<file path="src/rtl/eth_frame_pkg.sv">
// eth_frame_pkg: shared constants, types and LFSR step for the Ethernet frame generator
package eth_frame_pkg;
  localparam int HEADER_SIZE = 14;
  localparam int MIN_PAYLOAD = 46;
  localparam int MIN_FRAME = 60;
  typedef enum logic [1:0] {PAT_INC, PAT_CONST, PAT_LFSR, PAT_RSVD} pattern_e;
  typedef enum logic [1:0] {IDLE, SEND, DONE} state_e;
  typedef struct packed {
    logic [47:0] dest;
    logic [47:0] src;
    logic [15:0] etype;
    pattern_e    pattern;
    logic [7:0]  fill;
    logic [10:0] plen;
    logic [10:0] flen;
  } cfg_t;
  function automatic logic [7:0] lfsr8_next(input logic [7:0] s);
    return {s[6:0], s[7] ^ s[5] ^ s[4] ^ s[3]};
  endfunction
endpackage

</file>
<file path="src/rtl/eth_byte_src.sv">
// eth_byte_src: combinational source of one beat of frame bytes plus the LFSR state after it
module eth_byte_src
  import eth_frame_pkg::*;
#(
  parameter int BPW = 4
) (
  input  logic [111:0]     i_hdr,
  input  pattern_e         i_pattern,
  input  logic [7:0]       i_fill,
  input  logic [10:0]      i_plen,
  input  logic [10:0]      i_idx,
  input  logic [7:0]       i_lfsr,
  output logic [8*BPW-1:0] o_data,
  output logic [7:0]       o_lfsr
);
  logic [10:0] k, p;
  always_comb begin
    o_data = '0;
    o_lfsr = i_lfsr;
    k = '0;
    p = '0;
    for (int j = 0; j < BPW; j++) begin
      k = i_idx + 11'(j);
      p = k - 11'(HEADER_SIZE);
      if (k < 11'(HEADER_SIZE)) o_data[8*(BPW-1-j) +: 8] = i_hdr[111 - 8*int'(k) -: 8];
      else if (p < i_plen) begin
        o_lfsr = lfsr8_next(o_lfsr);
        o_data[8*(BPW-1-j) +: 8] = i_pattern == PAT_CONST ? i_fill : i_pattern == PAT_LFSR ? o_lfsr : p[7:0];
      end
    end
  end
endmodule

</file>
<file path="src/rtl/eth_frame_gen.sv">
// eth_frame_gen: AXI-Stream Ethernet frame generator with header, patterned payload and zero padding
module eth_frame_gen
  import eth_frame_pkg::*;
#(
  parameter int DATA_W      = 32,
  parameter int MAX_PAYLOAD = 1500,
  parameter int CNT_W       = 16
) (
  input  logic                clk,
  input  logic                i_rst,
  input  logic                i_start,
  input  logic [47:0]         i_dest_mac,
  input  logic [47:0]         i_src_mac,
  input  logic [15:0]         i_ether_type,
  input  logic [10:0]         i_payload_len,
  input  logic [1:0]          i_pattern,
  input  logic [7:0]          i_fill_byte,
  output logic [DATA_W-1:0]   o_txd_tdata,
  output logic [DATA_W/8-1:0] o_txd_tkeep,
  output logic                o_txd_tvalid,
  output logic                o_txd_tlast,
  input  logic                i_txd_tready,
  output logic                o_busy,
  output logic                o_done,
  output logic [CNT_W-1:0]    o_frame_cnt
);
  localparam int BPW = DATA_W / 8;
  state_e state_q, state_d;
  cfg_t cfg_q, cfg_d;
  logic [10:0] idx_q, idx_d, plen, rem;
  logic [7:0] lfsr_q, lfsr_d, lfsr_nxt;
  logic [CNT_W-1:0] cnt_q, cnt_d;
  logic [DATA_W-1:0] beat;
  logic last;
  eth_byte_src #(.BPW(BPW)) u_src (
    .i_hdr    ({cfg_q.dest, cfg_q.src, cfg_q.etype}),
    .i_pattern(cfg_q.pattern),
    .i_fill   (cfg_q.fill),
    .i_plen   (cfg_q.plen),
    .i_idx    (idx_q),
    .i_lfsr   (lfsr_q),
    .o_data   (beat),
    .o_lfsr   (lfsr_nxt)
  );
  assign plen = i_payload_len > 11'(MAX_PAYLOAD) ? 11'(MAX_PAYLOAD) : i_payload_len;
  assign rem = cfg_q.flen - idx_q;
  assign last = rem <= 11'(BPW);
  assign o_frame_cnt = cnt_q;
  always_comb begin
    state_d = state_q;
    cfg_d = cfg_q;
    idx_d = idx_q;
    lfsr_d = lfsr_q;
    cnt_d = cnt_q;
    o_txd_tvalid = state_q == SEND;
    o_txd_tlast = o_txd_tvalid && last;
    o_txd_tdata = o_txd_tvalid ? beat : '0;
    o_busy = o_txd_tvalid;
    o_done = state_q == DONE;
    o_txd_tkeep = '0;
    for (int j = 0; j < BPW; j++) o_txd_tkeep[BPW-1-j] = o_txd_tvalid && 11'(j) < rem;
    if (state_q == IDLE && i_start) begin
      state_d = SEND;
      cfg_d = '{dest: i_dest_mac, src: i_src_mac, etype: i_ether_type, pattern: pattern_e'(i_pattern),
                fill: i_fill_byte, plen: plen,
                flen: plen < 11'(MIN_PAYLOAD) ? 11'(MIN_FRAME) : 11'(HEADER_SIZE) + plen};
      idx_d = '0;
      lfsr_d = i_fill_byte == 8'h00 ? 8'h01 : i_fill_byte;
    end
    if (o_txd_tvalid && i_txd_tready) begin
      idx_d = idx_q + 11'(BPW);
      lfsr_d = lfsr_nxt;
      state_d = last ? DONE : SEND;
    end
    if (o_done) begin
      state_d = IDLE;
      cnt_d = cnt_q + 1'b1;
    end
  end
  always_ff @(posedge clk) begin
    if (i_rst) begin
      state_q <= IDLE;
      cfg_q <= '0;
      idx_q <= '0;
      lfsr_q <= '0;
      cnt_q <= '0;
    end else begin
      state_q <= state_d;
      cfg_q <= cfg_d;
      idx_q <= idx_d;
      lfsr_q <= lfsr_d;
      cnt_q <= cnt_d;
    end
  end
endmodule

</file>
<file path="config.mk">
export PLATFORM = sky130hd
export DESIGN_NAME = eth_frame_gen
export DESIGN_NICKNAME = d
export VERILOG_FILES = /design/src/rtl/eth_frame_pkg.sv /design/src/rtl/eth_byte_src.sv /design/src/rtl/eth_frame_gen.sv
export SDC_FILE = /design/constraint.sdc
export NUM_CORES = 1
export LEC_CHECK = 0
export CORE_ASPECT_RATIO = 1.1
export CORE_MARGIN = 2
export CORE_UTILIZATION = 55
export CTS_BUF_LIST = sky130_fd_sc_hd__clkbuf_4 sky130_fd_sc_hd__clkbuf_8
export CTS_CLUSTER_DIAMETER = 80
export DETAILED_ROUTE_END_ITERATION = 16
export GPL_ROUTABILITY_DRIVEN = 0
export PLACE_DENSITY = 0.83
export SLEW_MARGIN = 20
export SYNTH_ARGS = -nofsm -noshare
export SYNTH_HDL_FRONTEND = slang
export SYNTH_SLANG_ARGS = --single-unit
</file>
<file path="constraint.sdc">
create_clock -name clk -period 6.3 [get_ports clk]
set_input_delay 0.63 -clock clk [delete_from_list [all_inputs] [get_ports clk]]
set_output_delay 0.63 -clock clk [all_outputs]
set_load 0.05 [all_outputs]
</file>
[Yosys cells after proc, flatten, opt, wreduce, memory -nomap -nowiden]
Index checks and enable logic that the tools add are counted.
Storage, ports and cells
  register bits: 181
  bits in writable memories: 0
  bits in read-only memories: 0
  memories kept: 0
  output and inout bits: 56
  bits in latches: 0
Cells by class
  bitwise gates (word level): 12
  $mul: 0
  divide/modulo/power cells: 0
  eq/ne operators: 4
  shifts and indexed selects: 4
  reductions and logical operators: 11
  $add $sub $neg: 15
  magnitude comparators: 15
  multiplexer cells: 35
Operators by type and width (number)
  $shiftx A119 B32 Y8: 4
  $mux W8: 27
  $sub A7 B14 Y15 const A: 4
  $lt A11 B11 Y1: 4
  $lt A11 B4 Y1 const B: 4
  $mux W11: 4
  $sub A11 B4 Y11 const B: 4
  $mux W32: 1
  $add A11 B2 Y11 const B: 2
  $lt A1 B11 Y1 const A: 2
  $lt A2 B11 Y1 const A: 2
  $add A16 B1 Y16 const B: 1
  $xor A1 B1 Y1: 12
  $add A11 B1 Y11 const B: 1
  $add A11 B3 Y11 const B: 1
  $add A4 B11 Y11 const A: 1
  $gt A11 B11 Y1 const B: 1
  $le A11 B3 Y1 const B: 1
  $lt A11 B6 Y1 const B: 1
  $sub A11 B11 Y11: 1
  $logic_not A8 Y1: 1
  $logic_and A1 B1 Y1: 7
  $mux W2: 3
  $eq A2 B1 Y1 const B: 2
  4 further kinds: 5

[Longest topological paths before layout]
  depth after elaboration: 23
  depth in mapped cells: 20
  gate-level depth less buffers: 15

[Hierarchy]
From an unflattened synthesis, not the netlist that was laid out.
Second synthesis, totals
  cells, all modules: 1786
  area total of the unflattened synthesis: 14445.1 µm²
By module, submodules not included
  eth_frame_gen: area each 7519.7 µm², seq. area each 3583.4 µm², instances 1, cells each 962
  eth_byte_src: area each 6925.4 µm², seq. area each 0.0 µm², instances 1, cells each 824

[Worst setup path after synthesis]
OpenSTA, ideal clock, no wires.
  path kind: register -> output
  from: register idx_q[5]
  to: output port o_txd_tdata[1]
  cell stages (with the launch flop): 21
  required time: 5670 ps
  path slack: 509 ps
  data arrival time: 5161 ps
  path through: dfxtp_1 -> buf_2 -> or4_4 -> buf_6 -> or3_1 -> buf_2 -> or2_1 -> buf_6 -> nand2_1 -> ha_1 -> and4_1 -> o311ai_0 -> and3_1 -> nand2_4 -> buf_8 -> mux2i_2 -> mux2i_1 -> xnor2_1 -> mux2i_1 -> nor2_1 -> o31ai_1
On the way
  cells in the longest elaborated chain, start to end: 16
Ends and longest elaborated chain
  start, declared: line eth_frame_gen.sv:30  | logic [10:0] idx_q, idx_d, plen, rem;
  start signal, assigned: line eth_frame_gen.sv:90  | idx_q <= idx_d;
  parallel branches: the longest is 14 deep, another holds $add A11 B1 Y11
  $mux W8 *: line eth_byte_src.sv:25  | if (k < 11'(HEADER_SIZE)) o_data[8*(BPW-1-j) +: 8] = i_hdr[111 - 8*int'(k) -: 8];
  $mux W32 *: line eth_frame_gen.sv:57  | o_txd_tdata = o_txd_tvalid ? beat : '0;
  end, declared: line eth_frame_gen.sv:18  | output logic [DATA_W-1:0] o_txd_tdata,
Every way passes the cells marked *.

[Final worst setup path]
  from: register idx_q[5]
  to: output port o_txd_tdata[11]
On the way
  cells in the longest elaborated chain, start to end: 11
Ends and longest elaborated chain (line)
  parallel branches: the longest is 9 deep, another holds $add A11 B1 Y11
  $mux W8 *: eth_byte_src.sv:25
  $mux W32 *: eth_frame_gen.sv:57
Marked as above.

==> run summary <==
most common cell after layout, fill and taps aside = nand2_1
Flop pwr share = 46.6%
part of the cycle the worst path needs = 96.8%
Crit path arrival time = 5.47 ns
predominant post-synthesis flop cell = dfxtp_1
post-DR vias/cell = 5.94
DP Area = 12800 um2
Cell variety after synth = 72
crit start category = flip-flop
Worst Setup SP = idx_q[5]
Max-Slew Margin vs Limit = 26.7%
num ports = 193
area leader, netlist = dfxtp_1
mapped cell area = 10800 um2
# DRC = 0
Worst Setup Path Type = reg2out
commonest cells after routing, fill and taps aside = nand2_1, a21oi_1, clkdlybuf4s50_1
maximum clock rate = 0.164 GHz
area share of the largest cell type after synthesis = 33.0%
EDFF count, synth = 0
post-layout net count = 1756
pwr dens = 201 nW/um2
Hold Fails Final Rpt = 0
fin area = 13200 um2
vias in the first global route = 10100
DR vias = 10900
worst-case vdd ir drop = 0.145 mV
flop and latch count out of synthesis = 179
Post-DP HPWL = 24000 um
Bufs on Longest Clock Path = 2
setup_tns = 0 ns
FFs w/ async S/R, synth = 0%
Routed WL = 32900 um
clock latency on the worst-skew pair = 0.49 ns
yosys warns = 0
Hold/Removal Path Class = reg2reg
met2 Resource Use GR = 49.4%
core area = 19200 um2
Starting Density = 56.4%
global-route wire length before repair = 50600 um
Crit. End Element = output port
H-tree depth = 4
Combinational Power Share = 22.6%
WP data required = 5.67 ns
CTS tree = built
met1 GRT Util = 40.7%
Worst Path Max Fanout = 11
pin count of the biggest net entering global routing = 112
Final Critical Period = 6.10 ns
outcome = finished, final reports clean
fraction of layout cells with a size suffix above 1 = 6.02%
post-route ant nets = 0
P_sw = 0.000851 W
max_cap viols = 0
Worst Max-Slew Pin Slew = 1.10 ns
Hold Crit Start = cfg_q[112]
clock-pin slew on the worst setup and hold paths = 0.09 ns
P_int = 0.00181 W
synthesized net count = 1631
Die Ht = 151 um
Routed wire per std cell = 18.0 um
met3 GRT Util = 6.73%
CTS Buf Count = 17
initial antenna violation count = 1
DRT iter0 DRCs = 1241
CTS root buffer = clkbuf_8
setup violators final = 0
die area = 20900 um2
clock share of power = 30.8%
gr busiest metal = met2
fin. max-slew vios = 0
row cnt = 53
P_leak = 4.94 nW
Max Clock Skew = 0.0141 ns
Syn Inst Count = 1441
Remaining Overflow, GRT = 0
Tot GR Track Use = 31.3%
synth top area cells = dfxtp_1, nand2_1, a21oi_1, ha_1, mux2i_1
Sink Count = 179
count of buffers from port buffering = 192
area delta synth->final = 21.9%
Sw Ratio = 32.0%
synthesized area per cell = 7.53 um2
first-pass detailed-route iteration total = 7
Die X-Extent = 138 um
sequential area share after synthesis = 33.0%
R2R Path Start = idx_q[5]
## kinds of logic (layout without fill, tap and decap cells)
kind of cell	Yosys count	in the layout	share of synthesized area, %
XOR/XNOR	58	58	4.75
AND/OR/NAND/NOR	566	566	22.1
buffers and inverters	139	276	5.19
adder cells (fa/ha/maj)	53	53	6.12
flip-flops	179	179	33.0
AO/OA/AOI/OAI	376	376	20.5
multiplexers	68	68	8.26
other	2	3	0.0693
## power by group through the flow
| stage | Clock [W] | Combinational, W | Sequential [W] |
|---|---|---|---|
| 2_1_floorplan | 0 | 0.000385 | 0.00125 |
| 3_3_place_gp | 0 | 0.000574 | 0.00126 |
| 3_5_place_dp | 0 | 0.000587 | 0.00126 |
| 4_1_cts | 0.000822 | 0.000592 | 0.00124 |
| 5_1_grt | 0.000860 | 0.000654 | 0.00125 |
| 6_report | 0.000819 | 0.000602 | 0.00124 |
## final timing paths
check | to | slack [ns] | cells after the start
worst max register to register | lfsr_q[0] | 1.49 | 15
worst max-delay path | o_txd_tdata[11] | 0.20 | 15
worst min-delay path | cfg_q[112] | 0.46 | 2
worst min register to register | cfg_q[112] | 0.46 | 2
## metrics by stage
step                util [%]  power [W]  std cells  hold WS (ns)  setup WS (ns)
floorplan                  -    0.00163       1441         0.432          0.509
CTS                     68.6    0.00265       1825         0.459         0.0613
detailed placement      66.5    0.00185       1794         0.447          0.360
global route            68.7    0.00276       1826         0.475       -0.00824
finish                  68.7    0.00266       1826         0.456          0.203
global placement        66.5    0.00183       1794         0.438          0.469
## cells in the mapped netlist, types with 4 or more instances
cell type and instances:
nor2b_1 13, ha_1 53, nand3_1 22, a21o_1 6, xnor2_1 36, a211o_1 7, mux2i_1 45, nand2_1 344
o21a_1 6, mux4_2 16, mux2_2 5, xor2_1 21, a21oi_1 209, o211ai_1 14, a311oi_1 5, nand2b_1 7
buf_1 9, o21ai_0 56, a21boi_0 5, a22oi_1 9, a211oi_1 14, o31ai_1 7, a31oi_1 10, dfxtp_1 179
and3_1 8, inv_1 35, o22ai_1 4, nor3_1 21, clkbuf_1 87, nand4_1 7, and4_1 5, and2_1 7
nor2_1 110
## timing repair
item / in CTS / in global routing
gates resized for setup: 3 / 12
hold buffers: 0 / 0
endpoints found under the setup margin: 2 / 10
buffers inserted: 0 / 0
## routing by layer
metal	vias up	wire (um)
met5	-	0
met1	4974	13400
met3	118	3020
met4	0	1560
met2	541	15000
li1	5217	-
## cell type report
class | count | area (um2)
fillers | 1601 | 6010
well taps | 247 | 309
inverters | 35 | 131
flip-flops and latches | 179 | 3580
multi-input cells | 1123 | 6730
clock inverters | 14 | 168
clock buffers | 17 | 234
diodes | 1 | 2.50
repair buffers | 210 | 2060
## worst max-delay path: stages (launching register included)
cell and delay (ns):
dfxtp_1 0.41, or4_4 0.60, or3_1 0.43, or2_1 0.37, nand2_1 0.11, ha_1 0.25, and4_1 0.25, o311ai_0 0.13
and3_1 0.37, nand2_4 0.16, mux2i_1 0.41, mux2i_1 0.21, mux2_2 0.30, o21ai_0 0.18, a21oi_1 0.10, clkdlybuf4s50_1 0.72
## sequential cells by signal, summed over array words and instances, names as in the netlist
| register | count |
|---|---|
| cfg_q | 144 |
| o_frame_cnt | 16 |
| idx_q | 9 |
| lfsr_q | 8 |
| state_q | 2 |
Power figures use the tool's default switching activity.
